## config.mk

```make
export PLATFORM = sky130hd
export DESIGN_NAME = call_return_stack
export DESIGN_NICKNAME = d
export VERILOG_FILES = /design/src/rtl/call_return_stack_pkg.sv /design/src/rtl/call_return_stack.sv
export SDC_FILE = /design/constraint.sdc
export NUM_CORES = 1
export LEC_CHECK = 0
export BUFFER_PORTS_ARGS = -buffer_cell sky130_fd_sc_hd__buf_2
export CORE_MARGIN = 5
export CORE_UTILIZATION = 40
export CTS_CLUSTER_DIAMETER = 150
export DETAILED_ROUTE_END_ITERATION = 10
export HOLD_SLACK_MARGIN = 0.03
export PLACE_DENSITY = 0.61
export SLEW_MARGIN = 20
export SYNTH_ARGS = -nofsm -noshare
export SYNTH_HDL_FRONTEND = slang
export SYNTH_SLANG_ARGS = --single-unit
export TNS_END_PERCENT = 5
```

## constraint.sdc

```tcl
create_clock -name clk -period 3.6 [get_ports clk]
set_clock_uncertainty 0.05 [all_clocks]
set_input_delay 0.18 -clock clk [delete_from_list [all_inputs] [get_ports clk]]
set_output_delay 0.18 -clock clk [all_outputs]
set_load 0.1 [all_outputs]
```

## src/rtl/call_return_stack_pkg.sv

```systemverilog
// Shared definitions for the call/return stack.
//   PC_WIDTH      : program-counter width, default entry width of the stack
//   stack_op_e    : effective operation after push/pop/empty/full resolution
//   decode_op()   : maps raw push/pop requests to the operation actually performed
package call_return_stack_pkg;

  localparam int unsigned PC_WIDTH = 12;

  typedef enum logic [1:0] {
    OpNone,
    OpPush,
    OpPop,
    OpReplace
  } stack_op_e;

  // Push to a full stack and pop from an empty stack are dropped. Push+pop
  // replaces the top, except on an empty stack where it degenerates to a push.
  function automatic stack_op_e decode_op(input logic push, input logic pop,
                                          input logic empty, input logic full);
    stack_op_e op;
    op = OpNone;
    if (push && pop) begin
      op = empty ? OpPush : OpReplace;
    end else if (push) begin
      op = full ? OpNone : OpPush;
    end else if (pop) begin
      op = empty ? OpNone : OpPop;
    end
    return op;
  endfunction

endpackage

```

## src/rtl/call_return_stack.sv

```systemverilog
// LIFO of return addresses for the program-counter controller.
// Ports:
//   clk       : system clock, all state changes on the rising edge
//   reset     : synchronous active-high reset (clears occupancy only)
//   push      : store writedata as the new top at the next edge
//   pop       : discard the current top at the next edge
//   writedata : value to push
//   readdata  : current top of stack, zero when empty
//   empty     : occupancy == 0
//   full      : occupancy == DEPTH
module call_return_stack
  import call_return_stack_pkg::*;
#(
  parameter int unsigned WIDTH = PC_WIDTH,
  parameter int unsigned DEPTH = 16,
  parameter int unsigned PTR_W = $clog2(DEPTH + 1)
) (
  input  logic             clk,
  input  logic             reset,
  input  logic             push,
  input  logic             pop,
  input  logic [WIDTH-1:0] writedata,
  output logic [WIDTH-1:0] readdata,
  output logic             empty,
  output logic             full
);

  localparam int unsigned AW = (DEPTH > 1) ? $clog2(DEPTH) : 1;

  logic [WIDTH-1:0] mem_q [DEPTH];
  logic [PTR_W-1:0] count_q, count_d;
  logic [AW-1:0]    top_idx;
  logic [AW-1:0]    wr_addr;
  logic             wr_en;
  stack_op_e        op;

  assign empty   = (count_q == '0);
  assign full    = (count_q == PTR_W'(DEPTH));
  // Only meaningful when not empty; readdata masks the empty case.
  assign top_idx = AW'(count_q - PTR_W'(1));
  assign readdata = empty ? '0 : mem_q[top_idx];

  always_comb begin
    op      = decode_op(push, pop, empty, full);
    count_d = count_q;
    wr_en   = 1'b0;
    wr_addr = AW'(count_q);
    unique case (op)
      OpPush: begin
        wr_en   = 1'b1;
        count_d = count_q + PTR_W'(1);
      end
      OpPop: begin
        count_d = count_q - PTR_W'(1);
      end
      OpReplace: begin
        wr_en   = 1'b1;
        wr_addr = top_idx;
      end
      default: ;
    endcase
    if (reset) begin
      count_d = '0;
      wr_en   = 1'b0;
    end
  end

  always_ff @(posedge clk) begin
    count_q <= count_d;
  end

  // Storage is deliberately not reset; occupancy alone defines validity.
  always_ff @(posedge clk) begin
    if (wr_en) begin
      mem_q[wr_addr] <= writedata;
    end
  end

endmodule

```

* Word-level counts from Yosys, hierarchy flattened *
Memory sizes are Yosys's and may differ from the RTL's.
Cells that the tools add are included.

storage, ports and cells
  logic and storage cells = 25
  output and inout bits = 14
  memories kept = 1
  RAM bits = 192
  bits of input ports = 16
  bits in registers = 5

memory list
  name   words  bits a word  read ports  clocked after Yosys merged registers in  wr ports  line                     text
  mem_q  16     12           1           0                                        1         call_return_stack.sv:30  logic [WIDTH-1:0] mem_q [DEPTH];

operators by class
  muxes and demuxes = 13
  reduce and logical (&&, ||, !) cells = 4
  equal/unequal tests = 4
  $add $sub $neg = 2

operators by type and width
  operator               count
  $mux W12               1
  $mux W2                5
  $pmux W5 S2            1
  $add A5 B1 Y5 const B  1
  $eq A5 B5 Y1 const B   1
  $logic_not A5 Y1       1
  $mux W1                5
  $sub A5 B1 Y5 const B  1
  $eq A2 B2 Y1 const B   2
  $mux W4                1
  $eq A2 B1 Y1 const B   1
  $reduce_bool A2 Y1     1
  $reduce_or A2 Y1       1
  $logic_and A1 B1 Y1    1

* Depth between registers and ports, before layout *
  depth in word-level cells = 11
  gate-level depth with buffers = 13
  gate-level depth less buffers = 10

* Least setup slack after synthesis *
No wires, ideal clock.

  path kind = register to register
  start point = reg count_q[0]
  end point = mem mem_q[0][0] in the netlist's numbering (enable)
  buffers on the path = 4
  period minus slack after synthesis = 3.853 ns
  data arrival time = 3.422 ns
  cell stages (with the launch flop) = 13
  data required time = 3.170 ns
  library setup time = 0.380 ns
  slack = -0.253 ns
  path through = dfxtp_1 -> buf_2 -> buf_2 -> inv_2 -> buf_6 -> ha_1 -> and3_1 -> nor2b_1 -> ha_1 -> clkbuf_1 -> o31ai_1 -> nand2_1 -> nor2_1

on the way
  longest elaborated chain between the ends = 11
  elaborated cells on any way between the ends = 17
  classes of those cells = 1 x add/sub; 3 x eq/ne; 11 x mux; 2 x reduce/logical

ends and longest elaborated chain
  what                                          line                         text
  start, declared                               call_return_stack.sv:31      logic [PTR_W-1:0] count_q, count_d;
  start signal, assigned                        call_return_stack.sv:69      count_q <= count_d;
  $logic_not A5 Y1 *                            call_return_stack.sv:37      assign empty = (count_q == '0);
  named net empty                               call_return_stack.sv:24      output logic empty,
  $mux W2                                       call_return_stack_pkg.sv:27  op = empty ? OpNone : OpPop;
  $mux W2                                       call_return_stack_pkg.sv:26  end else if (pop) begin
  $mux W2                                       call_return_stack_pkg.sv:24  end else if (push) begin
  $mux W2 *                                     call_return_stack_pkg.sv:22  if (push && pop) begin
  $eq A2 B2 Y1 or $eq A2 B1 Y1 (tied branches)  call_return_stack.sv:48      unique case (op)
  $reduce_or A2 Y1 (no line)                    --
  $mux W1                                       call_return_stack.sv:48
  $mux W1                                       call_return_stack.sv:62      if (reset) begin
  $mux W1                                       call_return_stack.sv:74      if (wr_en) begin
  $mux W1 (implied by the code)                 call_return_stack.sv:75      mem_q[wr_addr] <= writedata;
  end, declared                                 call_return_stack.sv:30

The timed path passes the listed nets; every way through them passes the cells marked *.

* Worst setup path in the final report *
  start point = reg count_q[1]
  end point = out readdata[3]

on the way
  longest elaborated chain between the ends = 3
  elaborated cells on any way between the ends = 4
  classes of those cells = 1 x add/sub; 1 x mux; 1 x reduce/logical; 1 x memory

ends and longest elaborated chain
  what             line                     text
  $sub A5 B1 Y5    --
  $mem_v2 Z16 W12  --
  $mux W12 *       call_return_stack.sv:41  assign readdata = empty ? '0 : mem_q[top_idx];
  end, declared    call_return_stack.sv:23  output logic [WIDTH-1:0] readdata,

Every way passes the cells marked *; elsewhere a longest branch is shown, timed or not.

==> flow_metrics.tcl <==
set metrics [dict create \
    hp-class "in2reg" \
    met3WireLength_um 631 \
    final_common_cell "edfxtp_1" \
    synth_cell_types 43 \
    clk_pin_slew_ns 0.07 \
    critPathBufInv 3 \
    drcViolationCount 0 \
    synthTopCellsByArea "edfxtp_1 72%, mux4_2 12%, mux2i_1 3.0%, mux4_1 2.3%, dfxtp_1 1.3%" \
    post_cts_resized 0 \
    syn_area_per_cell_sq_um 20.4 \
    synth-compound-area-share_pct 2.58 \
    grt_pass1_vias 4025 \
    ios 30 \
    timing.slew.headroom_pct 57.2 \
    finalInstanceArea_sq_um 9220 \
    wl_per_cell_um 23.2 \
    finalCriticalPeriod_ns 3.42 \
    dp.cells 692 \
    synth_async_sr_flop_share_pct 0 \
    core_area_sq_um 19600 \
    wirelength_met1_um 7800 \
    synth_top_cell_by_area "edfxtp_1" \
    cts_tree "yes" \
    highest_layer "met4" \
    most-common-layout-cells "192 x edfxtp_1, 41 x mux4_2, 29 x buf_2" \
    cp_max_fo 36 \
    grt_use_total_pct 15.6 \
    placementRows 51 \
    synth_top_family_by_area "multiplexers" \
    wl_met2_um 8260 \
    syn_to_final_growth_pct 15.3 \
    max_freq_mhz 292 \
    synthSimpleGateAreaFrac_pct 3.15 \
    fin_setup_tns_ns 0 \
    clock_path_buffers 2 \
    end_kind "output port" \
    maxCapViolCount 0 \
    synth-adder-area-share_pct 0.782 \
    drtIter0Drc 341 \
    synth_edf_count 192 \
    synth_fp_nets 413 \
    dr.pass1.iters 4 \
    critical_path_required_ns 3.37 \
    synth_top_area_share_pct 72.1 \
    clkSinkCount 197 \
    grt_pass1_wl_um 25500 \
    root_buffer "clkbuf_16" \
    layout-drive-gt1-share_pct 29.8 \
    worstPathCellList "inv_1, ha_1, xor2_4, buf_12, mux4_1, mux2i_1, o22ai_1, buf_2" \
    post_dp_cell_area_sq_um 8570 \
    cpMaxStageDelayCell "mux4_1" \
    antenna_found_initial 0 \
    overflow 0 \
    syn_area_sq_um 8000 \
    hold_viol 0 \
    start_util_pct 40.8 \
    die_y_um 151 \
    port-buffer-count 29 \
    fillers 1661 \
    setup_violations 0 \
    rrSetupSlack_ns 0.54 \
    viasPerCell 5.43 \
    clk_latency_ns 0.42 \
    synth.area.mux_share_pct 17.0 \
    layout.nets 468 \
    synth-xor-area-share_pct 1.00 \
    ys_warn_count 0 \
    dp_hpwl_um 10200 \
    routabilityCongestion 0.778 \
    grt_max_degree 37 \
    synth_flop_cell "edfxtp_1" \
    die-area_sq_um 22900 \
    slew_violations 0 \
    final.period_utilization_pct 95.0 \
    crit_family "multiplexers" \
    cp-start-kind "flop" \
    syn_inst 392 \
    wl_um 16800 \
    fin_util_pct 47.1 \
    n_antenna_cell 0 \
    grt_setup_unrepaired "no" \
    ys_seq_elements 197 \
    cts_made_buffers 17 \
    ant_nets 0 \
    status "finished clean" \
    dieWidth_um 151 \
    yosysSeqAreaShare_pct 73.4 \
    path_class "reg2out" \
    layout.cells.non_filler 725 \
    tightestPinTransition_ns 0.643 \
    dr_total_vias 3934 \
    htreeDepth 4 \
    cp.arrival_ns 3.19 \
    max_stage_delay_ns 0.61 \
]
-- final cells by class --
type                            instances  area [sq um]  share of cell area, %
Sequential cell                       197          5870                   63.6
Multi-Input combinational cell        166          1970                   21.3
Clock buffer                           17           425                   4.61
Timing Repair Buffer                   58           390                   4.23
Tap cell                              265           332                   3.60
Clock inverter                         15           213                   2.31
Inverter                                7          26.3                  0.285
-- cell usage after synthesis, drive strengths merged (2+ instances only) --
cell type and n:
clkbuf 10, buf 12, mux4 48, o22ai 12
xnor2 4, o31ai 2, and4b 2, nor2 24
edfxtp 192, and3 3, nor3 4, inv 7
dfxtp 5, a21oi 3, nor2b 3, xor2 3
mux2i 24, nand3 2, nand2 4, o21ai 7
nor3b 2, ha 5
-- what timing repair did --
item,4_1_cts,5_1_grt
hold endpoints to repair,5,0
hold buffers,1,0
buffers inserted,0,0
-- worst paths after layout --
kind | startpoint | endpoint | depth (start not counted)
setup / recovery | count_q[1]$_SDFFE_PP0P_ | readdata[3] | 8
hold / removal | writedata[7] | mem_q[13][7]$_DFFE_PP_ | 1
setup reg to reg | count_q[1]$_SDFFE_PP0P_ | mem_q[1][10]$_DFFE_PP_ | 9
hold reg to reg | count_q[1]$_SDFFE_PP0P_ | count_q[1]$_SDFFE_PP0P_ | 2
-- per-stage QoR --
step	setup slack [ns]	hold slack [ns]
global placement	0.696	0.383
global route	0.0113	0.0667
detailed placement	0.600	0.378
CTS	0.145	0.0579
finish	0.180	0.0780
floorplan	-0.241	0.202
-- layer usage --
| layer | track usage (%) | vias to the layer above |
|---|---|---|
| met2 | 25.1 | 91 |
| li1 | - | 1726 |
| met1 | 21.7 | 2106 |
| met4 | 4.08 | 0 |
| met5 | 0 | - |
| met3 | 3.53 | 11 |
-- logic make-up after synthesis --
| group | after synthesis |
|---|---|
| AO/OA/AOI/OAI | 32 |
| XOR/XNOR | 7 |
| flip-flops | 197 |
| AND/OR/NAND/NOR | 49 |
| multiplexers | 73 |
| adder cells (fa/ha/maj) | 5 |
| buffers and inverters | 29 |
-- flip-flops by register name, indices dropped and copies added (netlist names) --
signal and flops:
count_q 5, mem_q 192
Power is not shown: default switching activity piles up to over one toggle a cycle in this logic, so the estimate is an artifact.
